`src/rtl/serial_sub_pkg.sv`:
```
// Shared types and helpers for the digit-serial subtracter.
package serial_sub_pkg;

  typedef enum logic [1:0] {
    IDLE = 2'd0,
    RUN  = 2'd1,
    DONE = 2'd2
  } state_e;

  // Width of a counter that indexes 0..digits-1, never narrower than one bit.
  function automatic int cnt_width(input int digits);
    return (digits <= 1) ? 1 : $clog2(digits);
  endfunction

endpackage

```
`src/rtl/digit_subtract.sv`:
```
// One DIGIT_W-bit subtract stage with borrow: {bo, d} = x - y - bi.
module digit_subtract #(
  parameter int DIGIT_W = 1
) (
  input  logic [DIGIT_W-1:0] x_i,
  input  logic [DIGIT_W-1:0] y_i,
  input  logic               bi_i,
  output logic [DIGIT_W-1:0] d_o,
  output logic               bo_o
);

  // The extra top bit of the difference is the outgoing borrow.
  always_comb begin
    {bo_o, d_o} = {1'b0, x_i} - {1'b0, y_i} - {{DIGIT_W{1'b0}}, bi_i};
  end

endmodule

```
`src/rtl/serial_subtractor.sv`:
```
// Digit-serial subtracter {borrowOut, diff} = a - b - borrowIn, LSB digit first.
// Define SERIAL_SUB_OVF_EN to add the signed-overflow output ovf.
module serial_subtractor
  import serial_sub_pkg::*;
#(
  parameter int WIDTH   = 8,
  parameter int DIGIT_W = 1
) (
  input  logic             clk,
  input  logic             rst_n,
  input  logic             start,
  input  logic [WIDTH-1:0] a,
  input  logic [WIDTH-1:0] b,
  input  logic             borrowIn,
  output logic             busy,
  output logic             done,
  output logic [WIDTH-1:0] diff,
  output logic             borrowOut
`ifdef SERIAL_SUB_OVF_EN
  ,
  output logic             ovf
`endif
);

  localparam int DIGITS = WIDTH / DIGIT_W;
  localparam int CNT_W  = cnt_width(DIGITS);
  localparam logic [CNT_W-1:0] LAST_DIGIT = CNT_W'(DIGITS - 1);

  generate
    if (WIDTH < 2 || DIGIT_W < 1 || (WIDTH % DIGIT_W) != 0) begin : g_bad_params
      $error("serial_subtractor: WIDTH must be >=2 and a multiple of DIGIT_W");
    end
  endgenerate

  state_e             state_q, state_d;
  logic [CNT_W-1:0]   cnt_q, cnt_d;
  logic [WIDTH-1:0]   a_q, a_d;
  logic [WIDTH-1:0]   b_q, b_d;
  logic [WIDTH-1:0]   res_q, res_d;
  logic               borrow_q, borrow_d;
  logic [WIDTH-1:0]   diff_q, diff_d;
  logic               bo_q, bo_d;

  logic [DIGIT_W-1:0] dig_d;
  logic               dig_bo;
  logic [WIDTH-1:0]   res_shift;
  logic               accept;

  digit_subtract #(.DIGIT_W(DIGIT_W)) u_digit (
    .x_i  (a_q[DIGIT_W-1:0]),
    .y_i  (b_q[DIGIT_W-1:0]),
    .bi_i (borrow_q),
    .d_o  (dig_d),
    .bo_o (dig_bo)
  );

  // New digits enter at the top so the LSB digit ends up at bit 0 after DIGITS shifts.
  assign res_shift = (res_q >> DIGIT_W) | (WIDTH'(dig_d) << (WIDTH - DIGIT_W));
  assign accept    = start && (state_q != RUN);

  always_comb begin
    // NOTE: every next-state signal gets its hold value first, so no path leaves one unassigned and no latch is inferred.
    state_d  = state_q;
    cnt_d    = cnt_q;
    a_d      = a_q;
    b_d      = b_q;
    res_d    = res_q;
    borrow_d = borrow_q;
    diff_d   = diff_q;
    bo_d     = bo_q;

    case (state_q)
      IDLE: if (start) state_d = RUN;
      RUN: begin
        a_d      = a_q >> DIGIT_W;
        b_d      = b_q >> DIGIT_W;
        res_d    = res_shift;
        borrow_d = dig_bo;
        cnt_d    = cnt_q + CNT_W'(1);
        if (cnt_q == LAST_DIGIT) begin
          state_d = DONE;
          diff_d  = res_shift;
          bo_d    = dig_bo;
        end
      end
      DONE:    state_d = start ? RUN : IDLE;
      default: state_d = IDLE;
    endcase

    if (accept) begin
      a_d      = a;
      b_d      = b;
      borrow_d = borrowIn;
      cnt_d    = '0;
    end
  end

  // NOTE: sequential state uses non-blocking assignments so every flop samples pre-edge values.
  always_ff @(posedge clk or negedge rst_n) begin
    if (!rst_n) begin
      state_q  <= IDLE;
      cnt_q    <= '0;
      a_q      <= '0;
      b_q      <= '0;
      res_q    <= '0;
      borrow_q <= 1'b0;
      diff_q   <= '0;
      bo_q     <= 1'b0;
    end else begin
      state_q  <= state_d;
      cnt_q    <= cnt_d;
      a_q      <= a_d;
      b_q      <= b_d;
      res_q    <= res_d;
      borrow_q <= borrow_d;
      diff_q   <= diff_d;
      bo_q     <= bo_d;
    end
  end

  assign busy      = (state_q == RUN);
  assign done      = (state_q == DONE);
  assign diff      = diff_q;
  assign borrowOut = bo_q;

`ifdef SERIAL_SUB_OVF_EN
  // Operand sign bits are shifted out during RUN, so keep them for the overflow rule.
  logic a_msb_q, b_msb_q, ovf_q;

  always_ff @(posedge clk or negedge rst_n) begin
    if (!rst_n) begin
      a_msb_q <= 1'b0;
      b_msb_q <= 1'b0;
      ovf_q   <= 1'b0;
    end else begin
      if (accept) begin
        a_msb_q <= a[WIDTH-1];
        b_msb_q <= b[WIDTH-1];
      end
      if (state_q == RUN && cnt_q == LAST_DIGIT) begin
        ovf_q <= (a_msb_q != b_msb_q) && (res_shift[WIDTH-1] != a_msb_q);
      end
    end
  end

  assign ovf = ovf_q;
`endif

endmodule
```
`config.mk`:
```
export PLATFORM = sky130hd
export DESIGN_NAME = serial_subtractor
export DESIGN_NICKNAME = d
export VERILOG_FILES = /design/src/rtl/serial_sub_pkg.sv /design/src/rtl/digit_subtract.sv /design/src/rtl/serial_subtractor.sv
export SDC_FILE = /design/constraint.sdc
export NUM_CORES = 1
export LEC_CHECK = 0
export CAP_MARGIN = 20
export CORE_UTILIZATION = 65
export CTS_CLUSTER_SIZE = 28
export DETAILED_ROUTE_END_ITERATION = 16
export DONT_BUFFER_PORTS = 1
export PLACE_DENSITY = 0.93
export SLEW_MARGIN = 20
export SYNTH_ARGS = -nofsm -noshare
export SYNTH_HDL_FRONTEND = slang
export SYNTH_SLANG_ARGS = --single-unit
```
`constraint.sdc`:
```
create_clock -name clk -period 2.2 [get_ports clk]
set_input_delay 0.22 -clock clk [delete_from_list [all_inputs] [get_ports clk]]
set_output_delay 0.22 -clock clk [all_outputs]
set_load 0.02 [all_outputs]
```
After elaboration in Yosys (flattened, before gate mapping) --
Index checks and enable logic that the tools add are counted.
Storage, ports and cells: register bits 39, word-level logic and storage cells 35
Cells by class: add/sub/neg operators 3, eq/ne operators 6, mux-type cells 12, bitwise logic cells 1, reductions and logical operators 5
Operator list (count):
- 8-bit two-way mux | 4
- 7-bit by 8-bit OR with 8-bit output | 1
- 3-bit two-way mux | 2
- 2-bit one-hot mux with 3 select lines | 1
- 2-bit two-way mux | 2
- 2-bit by 1-bit != test with 1-bit output, second input constant | 2
- 2-bit AND reduction | 2
- 3-bit by 1-bit adder with 3-bit output, second input constant | 1
- 3-bit equality test, second input constant | 1
- 1-bit two-way mux | 3
- 2-bit by 1-bit equality test with 1-bit output, second input constant | 1
- 2-bit equality test, second input constant | 1
- 2-bit logical NOT | 1
- 2-bit != test, second input constant | 1
- 2-bit nonzero test | 1
- 1-bit by 1-bit subtractor with 2-bit output | 1
- 2-bit by 1-bit subtractor with 2-bit output | 1
- 1-bit logical AND | 1

Depth between registers and ports, before layout --
depth after elaboration 4, depth in mapped cells 5, gate-level depth less buffers 4

By module --
Synthesis repeated with hierarchy kept, for this count alone.
Unflattened totals: cell total of the unflattened synthesis 112, area, all modules 1828.0 µm²
Modules (own cells, without submodules):
- serial_subtractor | times used 1, cells each 109, area an instance 1800.5 µm², seq. area each 950.9 µm²
- digit_subtract | times used 1, cells each 3, area an instance 27.5 µm², seq. area each 0.0 µm²

Least setup slack after synthesis --
Ideal clock, no wire load.
kind register to register, from register cnt_q[0], to register bo_q (netlist: borrowOut), arrival 1.358 ns, path slack 0.717 ns, stages on the path, launching flop included 6, path buffers 1, clock period less this slack 1.483 ns, cell sequence dfrtp_1 > ha_1 > ha_1 > nand3b_1 > buf_2 > mux2_2
Between the ends: longest elaborated chain between the ends 2
Ends and longest elaborated chain:
- start: declaration | RTL line serial_subtractor.sv:36 | logic [CNT_W-1:0] cnt_q, cnt_d;
- start signal: assignment | RTL line serial_subtractor.sv:111 | cnt_q <= cnt_d;
- 3-bit equality test | RTL line serial_subtractor.sv:80 | if (cnt_q == LAST_DIGIT) begin
- 2-bit AND reduction (no source line)
- end signal: assignment | RTL line serial_subtractor.sv:117 | bo_q <= bo_d;
- end: declaration | RTL line serial_subtractor.sv:42 | logic bo_q, bo_d;
Every way passes these cells. A chain may end at the register's enable or synchronous reset.

Worst setup path in the final report --
from register cnt_q[0], to register diff_q[0] (netlist: diff[0])
Between the ends: longest elaborated chain between the ends 2
Ends and longest elaborated chain:
- 3-bit equality test | RTL line serial_subtractor.sv:80
- 2-bit AND reduction (no source line)
- end signal: assignment | RTL line serial_subtractor.sv:116 | diff_q <= diff_d;
- end: declaration | RTL line serial_subtractor.sv:41 | logic [WIDTH-1:0] diff_q, diff_d;
Every way passes these cells.

==> impl_metrics.yaml <==
status:
  status: "complete, no violations"
global_route:
  grt_start_max_net_pins: 39
  vias_in_the_first_global_route: 916
  global_route_wire_length_before_repair_mm: 4.38
  grt.total_usage: 0.223
  grt_remaining_overflow: 0
  antenna_found_initial: 0
clocking:
  ctsHoldBuffers: 2
  clock_tree_from_tritoncts: "yes"
  cts_repair_resize_count: 0
  tritoncts.num_buffers: 5
  cts_num_sinks: 38
  post-cts-setup-buffers: 0
  worstSkewPairLatency_ns: 0.33
  clock_tree.buffer_depth: 2
  path_clk_slew_ns: 0.10
  clock_tree.root_cell: "clkbuf_4"
  htree_num_levels: 2
die:
  die_h_microns: 55.0
  placementRows: 18
  floorplan.io_pins: 31
  die_width_microns: 55.0
  coreArea_sq_um: 2570
  dieArea_sq_um: 3020
  initial_utilization: 0.711
power_and_ir_drop:
  share_seq_of_total_power: 0.490
  p_per_area_nw_per_um2: 1450
  irDropWorstVdd_mv: 1.09
  switchingPower_mw: 0.897
  internal-power_mw: 1.84
  switching_share: 0.328
  total_power_mw: 2.74
  comb_power_share: 0.392
  p_leak_nw: 0.926
  power.share.clock: 0.117
flow_run:
  max_cap_violations: 0
logic_synthesis:
  synth_warnings: 0
  count_of_cell_types_in_the_netlist: 13
  yosysTopAreaCellShare: 0.521
  synthesis.area_per_instance_sq_um: 16.2
  synth_cells: 113
  netlist_top_cells_area: "dfrtp_1 52%, mux2_4 26%, mux2_2 9.3%"
  synth_seq_cells: 38
  combined_area_of_all_synthesized_cells_sq_um: 1830
  syn_nets: 136
  synth_top_area_cell: "dfrtp_1"
  register_area_share_after_synthesis: 0.521
finish:
  drive_above_1_share: 0.466
  layout.filler_cells: 167
  antenna-diode-count: 0
  finalNonFillerCells: 148
  flow.area_growth_from_synthesis_pct: 3.63
  final_core_util: 0.737
  regArea_sq_um: 951
  multi_input_area_sq_um: 795
  finish.net_count: 141
timing:
  final_worst_path_period_need_ns: 1.76
  finalHoldWorstSlack_ns: 0.0397
  grt_setup_unrepaired: "false"
  final-hold-violation-count: 0
  fmax_ghz: 0.568
  relSlewSlack: 0.637
  report.final.setup_viol: 0
  tightestPinTransition_ns: 0.543
  maximum_clock_skew_at_final_layout_ns: 0.00548
  period_share: 0.800
  final_max_slew_viol_count: 0
  tns_ns: 0
setup_path:
  critPathArrivalTime_ns: 1.98
  crit_path_start_kind: "register"
  end_kind: "register"
  crit_required_ns: 2.42
  worst-setup-path-type: "register to register"
  worst-path-max-fanout: 10
  rr_worst_depth: 4
min_path:
  hold_path_class: "primary input to register"
  timing.hold.worst_path_depth: 1
placement:
  port-buffer-count: 0
  globalplace.congestion: 0.717
  dp.final_hpwl_mm: 1.88
  post-place-cells: 139
route:
  wire_per_inst_microns: 19.0
  detail_route.iter0.violations: 20
  ant_nets: 0
  drt_drc_violations_left: 0
  total_wirelength_mm: 2.81
  drt-pass1-iter-count: 4
  vias: 872
  via_per_inst: 5.89
cells in the final DEF, fill, tap and decap left out:
cell | netlist | layout
clkbuf_4 | 0 | 5
nor2_1 | 3 | 3
nand2b_1 | 2 | 2
inv_1 | 5 | 5
buf_12 | 0 | 1
ha_1 | 2 | 2
nor2b_1 | 3 | 3
buf_4 | 0 | 2
fa_1 | 1 | 1
dlygate4sd3_1 | 0 | 1
mux2_2 | 15 | 15
dfrtp_1 | 38 | 38
nand3b_1 | 1 | 1
mux2i_1 | 5 | 5
clkbuf_1 | 0 | 2
mux2_4 | 32 | 32
per-stage QoR:
| stage | instance area (sq um) | setup slack [ns] |
|---|---|---|
| 5_1_grt | 1890 | 0.356 |
| 6_report | 1890 | 0.439 |
| 3_3_place_gp | 1820 | 0.580 |
| 2_1_floorplan | 1830 | 0.717 |
| 4_1_cts | 1890 | 0.437 |
| 3_5_place_dp | 1820 | 0.463 |
synthesized netlist by cell type:
cell type / count
buf_2: 1
buf_6: 5
dfrtp_1: 38
fa_1: 1
ha_1: 2
inv_1: 5
mux2_2: 15
mux2_4: 32
mux2i_1: 5
nand2b_1: 2
nand3b_1: 1
nor2_1: 3
nor2b_1: 3
power by group through the flow:
stage | combinational, mW | clock (mW) | sequential (mW)
6_report | 1.07 | 0.321 | 1.34
5_1_grt | 1.16 | 0.366 | 1.39
4_1_cts | 1.09 | 0.337 | 1.35
3_5_place_dp | 1.06 | 0 | 1.36
3_3_place_gp | 0.994 | 0 | 1.33
2_1_floorplan | 0.964 | 0 | 1.29
cell families after synthesis:
family	share of synthesized area
fa+ha+maj	0.0247
simple gates	0.0274
mux	0.383
flops	0.521
buf+inv	0.0439
cell type report:
class                      instances  share of cell area
inverter                           5             0.00992
tap                               30              0.0198
multi-input combinational         64               0.420
timing repair buffer               4              0.0238
sequential                        38               0.503
clock buffer                       7              0.0238
flip-flops by register name, summed over array words and instances, names as in the netlist:
name,flops
diff,8
cnt_q,3
b_q,8
borrowOut,1
borrow_q,1
state_q,2
a_q,8
res_q,7
critical path, stage by stage, from the launching register on:
cell,delay [ns]
dfrtp_1,0.41
ha_1,0.22
ha_1,0.21
nand3b_1,0.41
mux2_2,0.40
per-layer routing:
layer	global-route usage	wire, microns	vias to the layer above
met2	0.323	1300	29
met5	0	0	-
li1	-	-	399
met1	0.272	1240	438
met4	0.113	47	0
met3	0.112	227	6
final timing paths:
kind	start	end	slack, ns
worst max-delay path	cnt_q[0]	diff[0]	0.44
worst min-delay path	start	state_q[0]	0.04
worst max register to register	cnt_q[0]	diff[0]	0.44
worst min register to register	cnt_q[0]	cnt_q[0]	0.50
max in group asynchronous	rst_n	diff[6]	1.68
min in group asynchronous	rst_n	b_q[4]	0.34
Note: power is estimated with default switching activity, not from simulation.
